**src/rtl/fjmem_core.sv**
```systemverilog
// fjmem_core: bridges a JTAG BSCAN user data register to a parallel NOR flash bus.
// Optional build macro FJMEM_TCK_FILTER_EN adds a 3-sample majority filter on synced TCK.
module fjmem_core #(
  parameter int unsigned ADR_W   = 24,
  parameter int unsigned DAT_W   = 16,
  parameter int unsigned RD_WAIT = 8,
  parameter int unsigned WR_WAIT = 8
) (
  input  logic             sys_clk,
  input  logic             sys_rst_n,
  input  logic             jtag_tck,
  input  logic             jtag_rst,
  input  logic             jtag_update,
  input  logic             jtag_shift,
  input  logic             jtag_tdi,
  output logic             jtag_tdo,
  output logic [ADR_W-1:0] flash_adr,
  output logic [DAT_W-1:0] flash_d_o,
  input  logic [DAT_W-1:0] flash_d_i,
  output logic             flash_d_oe,
  output logic             flash_ce_n,
  output logic             flash_oe_n,
  output logic             flash_we_n
);

  localparam int unsigned DR_W     = 3 + ADR_W + DAT_W;
  localparam int unsigned ADR_LSB  = 3;
  localparam int unsigned DAT_LSB  = 3 + ADR_W;
  localparam int unsigned MAX_WAIT = (RD_WAIT > WR_WAIT) ? RD_WAIT : WR_WAIT;
  localparam int unsigned CNT_W    = $clog2(MAX_WAIT) + 1;

  typedef enum logic [2:0] {
    ST_IDLE   = 3'd0,
    ST_READ   = 3'd1,
    ST_WSETUP = 3'd2,
    ST_WRITE  = 3'd3,
    ST_WHOLD  = 3'd4
  } state_e;

  // 2-FF synchronizers; bit order {tdi, shift, update, rst, tck}
  logic [4:0] jtag_in;
  logic [4:0] meta_q, sync_q;

  assign jtag_in = {jtag_tdi, jtag_shift, jtag_update, jtag_rst, jtag_tck};

  always_ff @(posedge sys_clk or negedge sys_rst_n) begin
    if (!sys_rst_n) begin
      meta_q <= '0;
      sync_q <= '0;
    end else begin
      meta_q <= jtag_in;
      sync_q <= meta_q;
    end
  end

  logic tck_lvl, tdi_lvl, shift_lvl, rst_lvl, upd_lvl;
  assign rst_lvl = sync_q[1];
  assign upd_lvl = sync_q[2];

`ifdef FJMEM_TCK_FILTER_EN
  // Majority of three TCK samples; tdi/shift delayed to stay aligned with it
  logic [1:0] tck_hist_q, tdi_dly_q, shift_dly_q;
  logic       tck_filt_q;
  logic       tck_maj;

  assign tck_maj = (sync_q[0] & tck_hist_q[0]) | (sync_q[0] & tck_hist_q[1]) |
                   (tck_hist_q[0] & tck_hist_q[1]);

  always_ff @(posedge sys_clk or negedge sys_rst_n) begin
    if (!sys_rst_n) begin
      tck_hist_q  <= '0;
      tdi_dly_q   <= '0;
      shift_dly_q <= '0;
      tck_filt_q  <= 1'b0;
    end else begin
      tck_hist_q  <= {tck_hist_q[0], sync_q[0]};
      tdi_dly_q   <= {tdi_dly_q[0], sync_q[4]};
      shift_dly_q <= {shift_dly_q[0], sync_q[3]};
      tck_filt_q  <= tck_maj;
    end
  end

  assign tck_lvl   = tck_filt_q;
  assign tdi_lvl   = tdi_dly_q[1];
  assign shift_lvl = shift_dly_q[1];
`else
  assign tck_lvl   = sync_q[0];
  assign tdi_lvl   = sync_q[4];
  assign shift_lvl = sync_q[3];
`endif

  logic tck_prev_q, upd_prev_q;
  logic tck_rise, upd_rise;

  always_ff @(posedge sys_clk or negedge sys_rst_n) begin
    if (!sys_rst_n) begin
      tck_prev_q <= 1'b0;
      upd_prev_q <= 1'b0;
    end else begin
      tck_prev_q <= tck_lvl;
      upd_prev_q <= upd_lvl;
    end
  end

  assign tck_rise = tck_lvl & ~tck_prev_q;
  assign upd_rise = upd_lvl & ~upd_prev_q;

  state_e            state_q, state_d;
  logic [CNT_W-1:0]  cnt_q, cnt_d;
  logic [DR_W-1:0]   dr_q, dr_d;
  logic [ADR_W-1:0]  adr_q, adr_d;
  logic [DAT_W-1:0]  dat_q, dat_d;
  logic              abort_q, abort_d;
  logic              tdo_q;
  logic              ce_n_q, ce_n_d, oe_n_q, oe_n_d, we_n_q, we_n_d, d_oe_q, d_oe_d;
  logic              upd_accept, load_rd, load_wr, last_wait;

  assign upd_accept = upd_rise & ~rst_lvl & (state_q == ST_IDLE);
  assign last_wait  = (cnt_q == CNT_W'(1));
  assign load_rd    = (state_q == ST_READ) & last_wait & ~abort_q;
  assign load_wr    = (state_q == ST_WHOLD) & ~abort_q;

  // State register
  always_ff @(posedge sys_clk or negedge sys_rst_n) begin
    if (!sys_rst_n) begin
      state_q <= ST_IDLE;
    end else begin
      state_q <= state_d;
    end
  end

  // Next-state and wait counter
  always_comb begin
    state_d = state_q;
    cnt_d   = cnt_q;
    case (state_q)
      ST_IDLE: begin
        if (upd_accept) begin
          if (dr_q[2]) begin
            state_d = ST_WSETUP;
          end else if (dr_q[1]) begin
            state_d = ST_READ;
            cnt_d   = CNT_W'(RD_WAIT);
          end
        end
      end
      ST_READ: begin
        if (last_wait) state_d = ST_IDLE;
        else           cnt_d   = cnt_q - CNT_W'(1);
      end
      ST_WSETUP: begin
        state_d = ST_WRITE;
        cnt_d   = CNT_W'(WR_WAIT);
      end
      ST_WRITE: begin
        if (last_wait) state_d = ST_WHOLD;
        else           cnt_d   = cnt_q - CNT_W'(1);
      end
      ST_WHOLD: state_d = ST_IDLE;
      default:  state_d = ST_IDLE;
    endcase
  end

  // Strobes are decoded from the next state so the registered pins track the state
  always_comb begin
    ce_n_d = 1'b1;
    oe_n_d = 1'b1;
    we_n_d = 1'b1;
    d_oe_d = 1'b0;
    case (state_d)
      ST_READ: begin
        ce_n_d = 1'b0;
        oe_n_d = 1'b0;
      end
      ST_WSETUP, ST_WHOLD: begin
        ce_n_d = 1'b0;
        d_oe_d = 1'b1;
      end
      ST_WRITE: begin
        ce_n_d = 1'b0;
        we_n_d = 1'b0;
        d_oe_d = 1'b1;
      end
      default: ;
    endcase
  end

  // Data register: jtag reset beats result load beats update clear beats shift
  always_comb begin
    dr_d    = dr_q;
    adr_d   = adr_q;
    dat_d   = dat_q;
    abort_d = abort_q | (rst_lvl & (state_q != ST_IDLE));
    if (upd_accept) begin
      adr_d   = dr_q[ADR_LSB +: ADR_W];
      dat_d   = dr_q[DAT_LSB +: DAT_W];
      abort_d = 1'b0;
    end
    if (rst_lvl) begin
      dr_d = '0;
    end else if (load_rd) begin
      dr_d[DAT_LSB +: DAT_W] = flash_d_i;
      dr_d[0]                = 1'b1;
    end else if (load_wr) begin
      dr_d[0] = 1'b1;
    end else if (upd_accept) begin
      dr_d[0] = 1'b0;
    end else if (tck_rise && shift_lvl) begin
      dr_d = {tdi_lvl, dr_q[DR_W-1:1]};
    end
  end

  always_ff @(posedge sys_clk or negedge sys_rst_n) begin
    if (!sys_rst_n) begin
      cnt_q   <= '0;
      dr_q    <= '0;
      adr_q   <= '0;
      dat_q   <= '0;
      abort_q <= 1'b0;
      tdo_q   <= 1'b0;
      ce_n_q  <= 1'b1;
      oe_n_q  <= 1'b1;
      we_n_q  <= 1'b1;
      d_oe_q  <= 1'b0;
    end else begin
      cnt_q   <= cnt_d;
      dr_q    <= dr_d;
      adr_q   <= adr_d;
      dat_q   <= dat_d;
      abort_q <= abort_d;
      tdo_q   <= dr_q[0];
      ce_n_q  <= ce_n_d;
      oe_n_q  <= oe_n_d;
      we_n_q  <= we_n_d;
      d_oe_q  <= d_oe_d;
    end
  end

  assign jtag_tdo   = tdo_q;
  assign flash_adr  = adr_q;
  assign flash_d_o  = dat_q;
  assign flash_d_oe = d_oe_q;
  assign flash_ce_n = ce_n_q;
  assign flash_oe_n = oe_n_q;
  assign flash_we_n = we_n_q;

endmodule

```
**config.mk**
```make
export PLATFORM = sky130hd
export DESIGN_NAME = fjmem_core
export DESIGN_NICKNAME = d
export VERILOG_FILES = /design/src/rtl/fjmem_core.sv
export SDC_FILE = /design/constraint.sdc
export NUM_CORES = 1
export LEC_CHECK = 0
export CAP_MARGIN = 20
export CORE_MARGIN = 4
export CORE_UTILIZATION = 48
export CTS_CLUSTER_DIAMETER = 40
export DETAILED_ROUTE_END_ITERATION = 7
export GPL_TIMING_DRIVEN = 0
export PLACE_DENSITY = 0.75
export SLEW_MARGIN = 20
export SYNTH_ARGS = -nofsm -noshare
export SYNTH_HDL_FRONTEND = slang
export SYNTH_SLANG_ARGS = --single-unit
```
**constraint.sdc**
```tcl
create_clock -name sys_clk -period 2 [get_ports sys_clk]
set_clock_uncertainty 0.1 [all_clocks]
set_input_delay 0.5 -clock sys_clk [delete_from_list [all_inputs] [get_ports sys_clk]]
set_output_delay 0.5 -clock sys_clk [all_outputs]
set_load 0.005 [all_outputs]
```
Word level (Yosys, flattened, before mapping) --
Index checks and enable logic that the tools add are counted.
Cells by class: $add $sub $neg 1, equality and inequality tests 18, multiplexer cells 25, bitwise logic cells 13, reduce and logical (&&, ||, !) cells 13
Operators by type and width (number):
- $mux W43 | 2
- $mux W42 | 2
- $mux W26 | 1
- $mux W16 | 1
- $mux W4 | 4
- $mux W3 | 5
- $ne A2 B2 Y1 const B | 7
- $eq A3 B2 Y1 const B | 4
- $pmux W3 S4 | 1
- $pmux W4 S3 | 1
- $reduce_bool A3 Y1 | 3
- $and A1 B1 Y1 | 8
- $mux W1 | 8
- $eq A3 B1 Y1 const B | 2
- $eq A3 B3 Y1 const B | 2
- $reduce_and A5 Y1 | 1
- $reduce_bool A5 Y1 | 1
- $eq A4 B1 Y1 const B | 1
- $not A1 Y1 | 4
- $reduce_and A4 Y1 | 1
- $reduce_or A4 Y1 | 1
- $sub A4 B1 Y4 const B | 1
- $logic_not A3 Y1 | 1
- $ne A3 B2 Y1 const B | 1
- 7 further kinds | 7
Storage, ports and cells: register bits after elaboration 108, logic and storage cells 87

Depth between registers and ports, before layout --
Gate-level depths: netlist of run 1.
depth in word-level cells 9, gate-level depth with buffers 7, depth with buffers taken out 6

Worst setup path before layout of run 1 --
No wires, ideal clock.
path kind reg2reg, from register state_q[1], to register dr_q[33], library setup time 64 ps, arrival 1857 ps, required time 1836 ps, setup slack -22 ps, cell stages (with the launch flop) 6, path buffers 1, period minus slack after synthesis 2022 ps, cells stage by stage dfrtp_1 -> or3_4 -> or3b_4 -> a211oi_4 -> buf_6 -> a221o_2
Between the ends: longest elaborated chain between the ends 5
RTL lines:
- start, declared | line 108 | state_e state_q, state_d;
- start signal, assigned | line 128 | state_q <= state_d;
- $eq A3 B1 Y1 | line 120 | assign load_rd = (state_q == ST_READ) & last_wait & ~abort_q;
- $and A1 B1 Y1 (2 in series) | line 120
- $ne A3 B3 Y1 (no line) (tied with other cells)
- $reduce_and A3 Y1 (no line) / $mux W43 (equally long branches)
- end signal, assigned | line 227 | dr_q <= dr_d;
- end, declared | line 110 | logic [DR_W-1:0] dr_q, dr_d;
Parallel ways exist; a longest one is shown, timed or not. A chain may end at the register's enable or synchronous reset.

Worst setup path after layout of run 1 --
from register state_q[2], to register dr_q[41]
Same word-level chain as after synthesis.

==> results by group, run 1 <==
Status
  – Status: finished with violations
  – Failing checks: setup timing

Worst setup path
  – Kind of critical path: reg2reg
  – CP endpoint kind: flop
  – Critical Path AT: 2.20 ns
  – Startpoint type of the worst setup path: flop
  – Worst-path fanout max: 10
  – Worst Path Required: approximately 2.2 ns

Floorplanning
  – Starting Density: 0.4921
  – I/O pins: 68
  – DIE AREA: 0.01052 mm2
  – # rows: 34
  – Chip Width: ~100 um
  – Core area: slightly below 0.009 mm2
  – Die H: roughly 100 um

Timing
  – Final setup vio count: 26
  – Worst-margin pin slew: around 0.48 ns
  – Worst hold slack: ~0.26 ns
  – RSZ-0062 raised after global routing: yes
  – Final Cycle Share: 1.023
  – Relative slew slack: 0.6783
  – Final setup margin: -0.04673 ns
  – Fin. Hold Viols: 0
  – Fmax: approximately 490 MHz
  – Final Max Slew Viols: 0
  – Fin Setup TNS: -0.5062 ns
  – Min Tclk post-route: approximately 2 ns

Power and ir drop
  – Max VDD drop: between 0.3 and 0.4 mV
  – P per Cell Area: between 600 and 700 mW/mm2
  – Switching pwr: approximately 0.00085 W
  – Total Power: between 0.003 and 0.004 W
  – Comb power frac: 0.059
  – Pint: approximately 0.0028 W
  – Switching part of the total: 0.2333
  – Register share of total power: 0.602
  – Clk pwr share: 0.339
  – Leak: about 2.7 nW

Detailed routing
  – Routed vias: ~2700
  – ANT nets after route: 0
  – DRT iter0 DRCs: 127
  – Final wirelength: between 8 and 9 mm
  – TritonRoute pass-1 iters: 4
  – Drc violations: 0
  – Via density: between 5 and 6
  – Wire length per cell: ~17 um

Yosys
  – Seq/Total Area, Yosys: 0.6306
  – Main flop type after synthesis: dfrtp_1
  – Avg Inst Size Synth: between 10 and 15 um2
  – Cell count after synthesis: between 200 and 300
  – Synth Register Bits: between 100 and 150
  – Async set-reset flop share out of synthesis: 1.000
  – Unique cell type count in the Yosys netlist: 41
  – Yosys warns: 0
  – Number of synthesized flops with an enable pin: 0
  – Mapped Area: between 0.004 and 0.005 mm2
  – Post-Syn Nets: 322

Clocking
  – Sink Count: roughly 110
  – Clock slew at reported path FFs: 0.10 ns
  – CTS max path bufs: 2
  – TritonCTS buffer count: 9
  – # H-tree levels: 3
  – Clock latency on the worst-skew pair: roughly 0.37 ns
  – CTS tree: yes
  – CTS root buf: clkbuf_8

Global route
  – Met3 GRT Util: 0.03315
  – Layer with the highest usage: met2
  – Vias in the first global route: between 2000 and 3000
  – Grt total ovfl: 0
  – Global-route wire length before repair: between 10 and 15 mm
  – Initial antenna violation count: 0
  – Grt met1 use: 0.2389
  – Gr usage total: 0.1713
  – Largest net degree at the start of global routing: 59
  – M2 GR Usage: 0.2627

Final layout
  – Layout cell share with drive strength beyond 1: 0.3010
  – P&R area growth vs syn: 31.63%
  – Total Nets Final: ~420
  – Ant. Diodes: 0

Run
  – Max Cap Viol: 0

Placement
  – Global placement routability congestion: 0.7732
  – IO buf count: 67
  – Post-DP HPWL: 5.416 mm

Worst hold path
  – Worst hold-check path type: reg2reg
-- per-stage QoR --
stage | area (um2) | utilization | setup slack (ns) | cells
after floorplan | 4294 | - | -0.005451 | 297
after global placement | 5100 | 0.5848 | -3.658 | 472
after detailed placement | 5129 | 0.5881 | -0.3393 | 473
after CTS | 5477 | 0.6280 | -0.04975 | 500
after global routing | 5649 | 0.6478 | -0.1153 | 510
final | 5649 | 0.6478 | -0.04673 | 510
-- cell families after synthesis --
logic type | after synthesis | share of synthesized area
simple gates | 75 | 0.1128
mux | 67 | 0.1682
buf+inv | 18 | 0.02070
fa+ha+maj | 2 | 0.005830
flops | 108 | 0.6306
compound gates | 27 | 0.06181
-- cell usage in the layout, fill, tap and decap left out, types with 3 or more instances in the layout --
master           instances
a221o_1                  6
a221o_2                 10
and2_1                  18
buf_4                   18
buf_6                    7
clkbuf_1                 3
clkbuf_8                10
clkdlybuf4s50_1         63
dfrtp_1                103
dfstp_2                  3
dlymetal6s2s_1           3
inv_1                    5
mux2_2                  41
mux2i_1                 26
nand2_1                  3
nand2b_1                27
nor2_1                   4
o21ai_0                  4
-- final cells by class --
cell class,instances,area (um2)
Timing Repair Buffer,89,895.9
Buffer,13,105.1
Clock inverter,6,46.29
Tap cell,108,135.1
Multi-Input combinational cell,171,1602
Sequential cell,108,2709
Fill cell,626,3072
Clock buffer,10,137.6
Inverter,5,18.77
-- critical path, stage by stage, from the launching register on --
cell and delay, ns:
dfrtp_2 0.47, or3_4 0.35, buf_4 0.16, nor2_4 0.20
nor4_4 0.09, clkbuf_2 0.20, a221o_2 0.37
-- registers in the layout (all words and copies together), names as in the netlist --
register / count
state_q: 3
flash_adr: 24
flash_oe_n: 1
meta_q: 5
dr_q: 43
flash_we_n: 1
upd_prev_q: 1
sync_q: 5
tck_prev_q: 1
flash_d_o: 16
flash_ce_n: 1
jtag_tdo: 1
abort_q: 1
flash_d_oe: 1
cnt_q: 4
-- layer usage --
layer | routed length [um] | vias up | part of all wire
li1 | - | 1255 | -
met1 | 3851 | 1356 | 0.46
met2 | 4131 | 52 | 0.49
met3 | 293 | 16 | 0.035
met4 | 172 | 0 | 0.020
met5 | 0 | - | 0
-- synthesized netlist by cell type, types with 2 or more instances --
master    instances  area [um2]
o21ai_0           4       20.02
nand2b_1         27       168.9
ha_1              2       25.02
a221o_1           6       60.06
nor2_1            5       18.77
buf_2             5       25.02
nand2_1           3       11.26
nor3_1            3       15.01
clkbuf_1          5       18.77
a221o_2          10       112.6
nand3b_1          2       15.01
and2_1           18       112.6
mux2i_1          26       260.3
nor3b_1           2       15.01
or3b_2            2       17.52
buf_4             2       15.01
inv_1             5       18.77
dfstp_2           3       78.83
dfrtp_1         105        2628
mux2_2           41       461.7
-- final timing paths --
path                            start            to  slack (ns)  cells after the start
max reg2reg                state_q[2]      dr_q[41]       -0.05                      6
min                         meta_q[0]     sync_q[0]        0.26                      0
max                        state_q[2]      dr_q[41]       -0.05                      6
min in group asynchronous   sys_rst_n  flash_adr[2]        0.54                      2
min reg2reg                 meta_q[0]     sync_q[0]        0.26                      0
max in group asynchronous   sys_rst_n     sync_q[1]        0.62                      3
-- power by group through the flow --
stage | Clock, W | Combinational [W] | Sequential (W)
final | 0.00124 | 0.000217 | 0.00220
after global routing | 0.00136 | 0.000236 | 0.00220
after CTS | 0.00127 | 0.000203 | 0.00220
after detailed placement | 0 | 0.000182 | 0.00225
after global placement | 0 | 0.000173 | 0.00225
after floorplan | 0 | 0.0000690 | 0.00225
-- timing repair --
action                                 CTS  global route
resized for setup                       19            22
gates cloned                             1             1
buffers inserted                         9             9
setup endpoints to repair               75            88
endpoints found under the hold margin   47             0
pin swaps                                5             3
hold buffers                             1             0
(Power assumes the default switching activity.)
==> run 2, diff against run 1 <==
--- a/config.mk
+++ b/config.mk
@@ -6,7 +6,7 @@
 export NUM_CORES = 1
 export LEC_CHECK = 0
 export CAP_MARGIN = 20
-export CORE_MARGIN = 4
+export CORE_MARGIN = 2
 export CORE_UTILIZATION = 48
 export CTS_CLUSTER_DIAMETER = 40
 export DETAILED_ROUTE_END_ITERATION = 7
==> results by group, run 2 (synthesis results as in run 1) <==
Worst setup path
  – Startpoint type of the worst setup path: flop
  – Crit-path cells: or3_4, or3b_4, a211oi_4, buf_6, a221o_2
  – CP max stage delay: 0.44 ns (-0.03 ns)
  – Worst Path Required: 2.19 ns (+0.04 ns)
  – Worst-path fanout max: 10 (unchanged)
  – CP endpoint kind: flop
  – R2R setup slack: -0.06 ns (-0.02 ns)
  – Kind of critical path: reg2reg
  – Reg-to-Reg Start: state_q[0]
  – Critical Path AT: 2.25 ns (+0.05 ns)
  – Crit-path slowest cell: or3_4
  – Crit path launch: state_q[0]

Detailed routing
  – Routed vias: 2660 (-0.71%)
  – Wire length per cell: 16.32 um (-1.5%)
  – DRT iter0 DRCs: 111 (-13%)
  – Drc violations: 0 (unchanged)
  – Final wirelength: 8.275 mm (-2.0%)
  – Via density: 5.247 (-0.12%)
  – ANT nets after route: 0 (unchanged)
  – TritonRoute pass-1 iters: 6 (+2)

Floorplanning
  – DIE AREA: 0.009713 mm2 (-7.6%)
  – Starting Density: 0.4945 (+0.002412)
  – Die H: 98.56 um (-3.9%)
  – I/O pins: 68 (unchanged)
  – Core area: 0.008678 mm2 (-0.49%)
  – Chip Width: 98.56 um (-3.9%)
  – # rows: 34 (unchanged)

Timing
  – Relative slew slack: 0.7313 (+0.05297)
  – Fmax: 484.4 MHz (-0.87%)
  – Fin. Hold Viols: 0 (unchanged)
  – Min Tclk post-route: 2.065 ns (+0.01788 ns)
  – Final Max Slew Viols: 0 (unchanged)
  – Final setup vio count: 23 (-12%)
  – Final setup margin: -0.06461 ns (-0.01788 ns)
  – Final Cycle Share: 1.032 (+0.008942)
  – Worst-margin pin slew: 0.4016 ns (-0.08094 ns)
  – Fin Setup TNS: -0.6948 ns (-0.1886 ns)
  – RSZ-0062 raised after global routing: yes
  – Worst hold slack: 0.2500 ns (-0.006158 ns)

Final layout
  – Most frequent cells in the layout: dfrtp_1 (103), clkdlybuf4s50_1 (64), mux2_2 (41)
  – Ant. Diodes: 0 (unchanged)
  – P&R area growth vs syn: 31.28%
  – Layout cell share with drive strength beyond 1: 0.2907 (-0.01027)
  – Layout Cells excl Fill: 507 (-0.59%)
  – Fill count: 656 (+4.8%)
  – Final core occ: 0.6492 (+0.001445)
  – Total Nets Final: 419 (-0.71%)
  – Largest reg by FF count: dr_q
  – Commonest non-fill, non-tap cell in the layout: dfrtp_1
  – Max reg flops: 43 (unchanged)

Status
  – Status: finished with violations
  – Failing checks: setup timing

Power and ir drop
  – Max VDD drop: 0.3937 mV (+12%)
  – P per Cell Area: 662.2 mW/mm2 (+2.3%)
  – Leak: 2.671 nW (-0.67%)

Clocking
  – CTS tree: yes
  – Clock latency on the worst-skew pair: 0.35 ns (-0.02 ns)
  – Sink Count: 108 (unchanged)
  – TritonCTS buffer count: 9 (unchanged)
  – # H-tree levels: 3 (unchanged)
  – CTS root buf: clkbuf_8
  – Clock slew at reported path FFs: 0.09 ns (about the same)
  – CTS max path bufs: 2 (unchanged)

Worst hold path
  – Min-delay src: meta_q[1]
  – Worst hold-check path type: reg2reg

Placement
  – Placed Cells: 473 (unchanged)
  – Place WS: -0.3852 ns (-0.04582 ns)
  – Post-DP HPWL: 5.387 mm (-0.54%)
  – IO buf count: 67 (unchanged)
  – Global placement routability congestion: 0.7384 (-4.5%)

Global route
  – Grt total ovfl: 0 (unchanged)
  – Met3 GRT Util: 0.03262 (-0.0005288)
  – Grt met1 use: 0.2569 (+0.01802)
  – Vias in the first global route: 2770 (-2.4%)
  – Largest net degree at the start of global routing: 77 (+31%)
  – Global-route wire length before repair: 13.93 mm (unchanged)
  – M2 GR Usage: 0.2789 (+0.01625)
  – Gr usage total: 0.1782 (+0.006905)
  – Layer with the highest usage: met2
  – Initial antenna violation count: 0 (unchanged)

Run
  – Max Cap Viol: 0 (unchanged)
[run 2: critical path: cells and delay by family (launching register included)]
| family | cells | cell delay [ns] |
|---|---|---|
| buffers and inverters | 1 | 0.18 |
| AND/OR/NAND/NOR | 2 | 0.87 |
| AO/OA/AOI/OAI | 2 | 0.43 |
| flip-flops | 1 | 0.42 |
[run 2: path summary, 6_finish.rpt]
path / cells after the start / endpoint
max: 5 / dr_q[40]
min: 0 / sync_q[1]
max reg2reg: 5 / dr_q[40]
min reg2reg: 0 / sync_q[1]
max in group asynchronous: 3 / flash_we_n
min in group asynchronous: 2 / flash_adr[1]
[run 2: timing repair]
item                                    4_1_cts  5_1_grt
endpoints found under the setup margin       76       87
endpoints found under the hold margin        30        0
gates cloned                                  2        0
pin swaps                                     7        7
resized for setup                            26       14
hold buffers                                  1        0
buffers inserted                              8        7
[run 2: power by group]
part	leakage, nW	switching, W	internal [W]
combinational	1.11	0.000104	0.000106
clock	0.0938	0.000700	0.000619
sequential	1.47	0.00000583	0.00220
total	2.67	0.000809	0.00292
[run 2: per-layer routing]
layer	wire length, um	vias up
met2	4065	56
li1	-	1248
met4	63	0
met5	0	-
met1	3774	1350
met3	371	6
[run 2: area by class of cell]
cell class / instances / area (um2) / share of cell area
Multi-Input combinational cell: 171 / 1623 / 0.2880
Buffer: 13 / 96.34 / 0.01710
Tap cell: 108 / 135.1 / 0.02398
Timing Repair Buffer: 86 / 857.1 / 0.1521
Sequential cell: 108 / 2709 / 0.4808
Inverter: 5 / 18.77 / 0.003331
Clock inverter: 3 / 46.29 / 0.008217
Clock buffer: 13 / 148.9 / 0.02643
[run 2: through the flow]
| step | power (W) | area (um2) |
|---|---|---|
| 6_report | 0.003731 | 5634 |
| 3_5_place_dp | 0.002429 | 5129 |
| 2_1_floorplan | 0.002314 | 4294 |
| 4_1_cts | 0.003761 | 5514 |
| 3_3_place_gp | 0.002420 | 5100 |
| 5_1_grt | 0.003867 | 5634 |
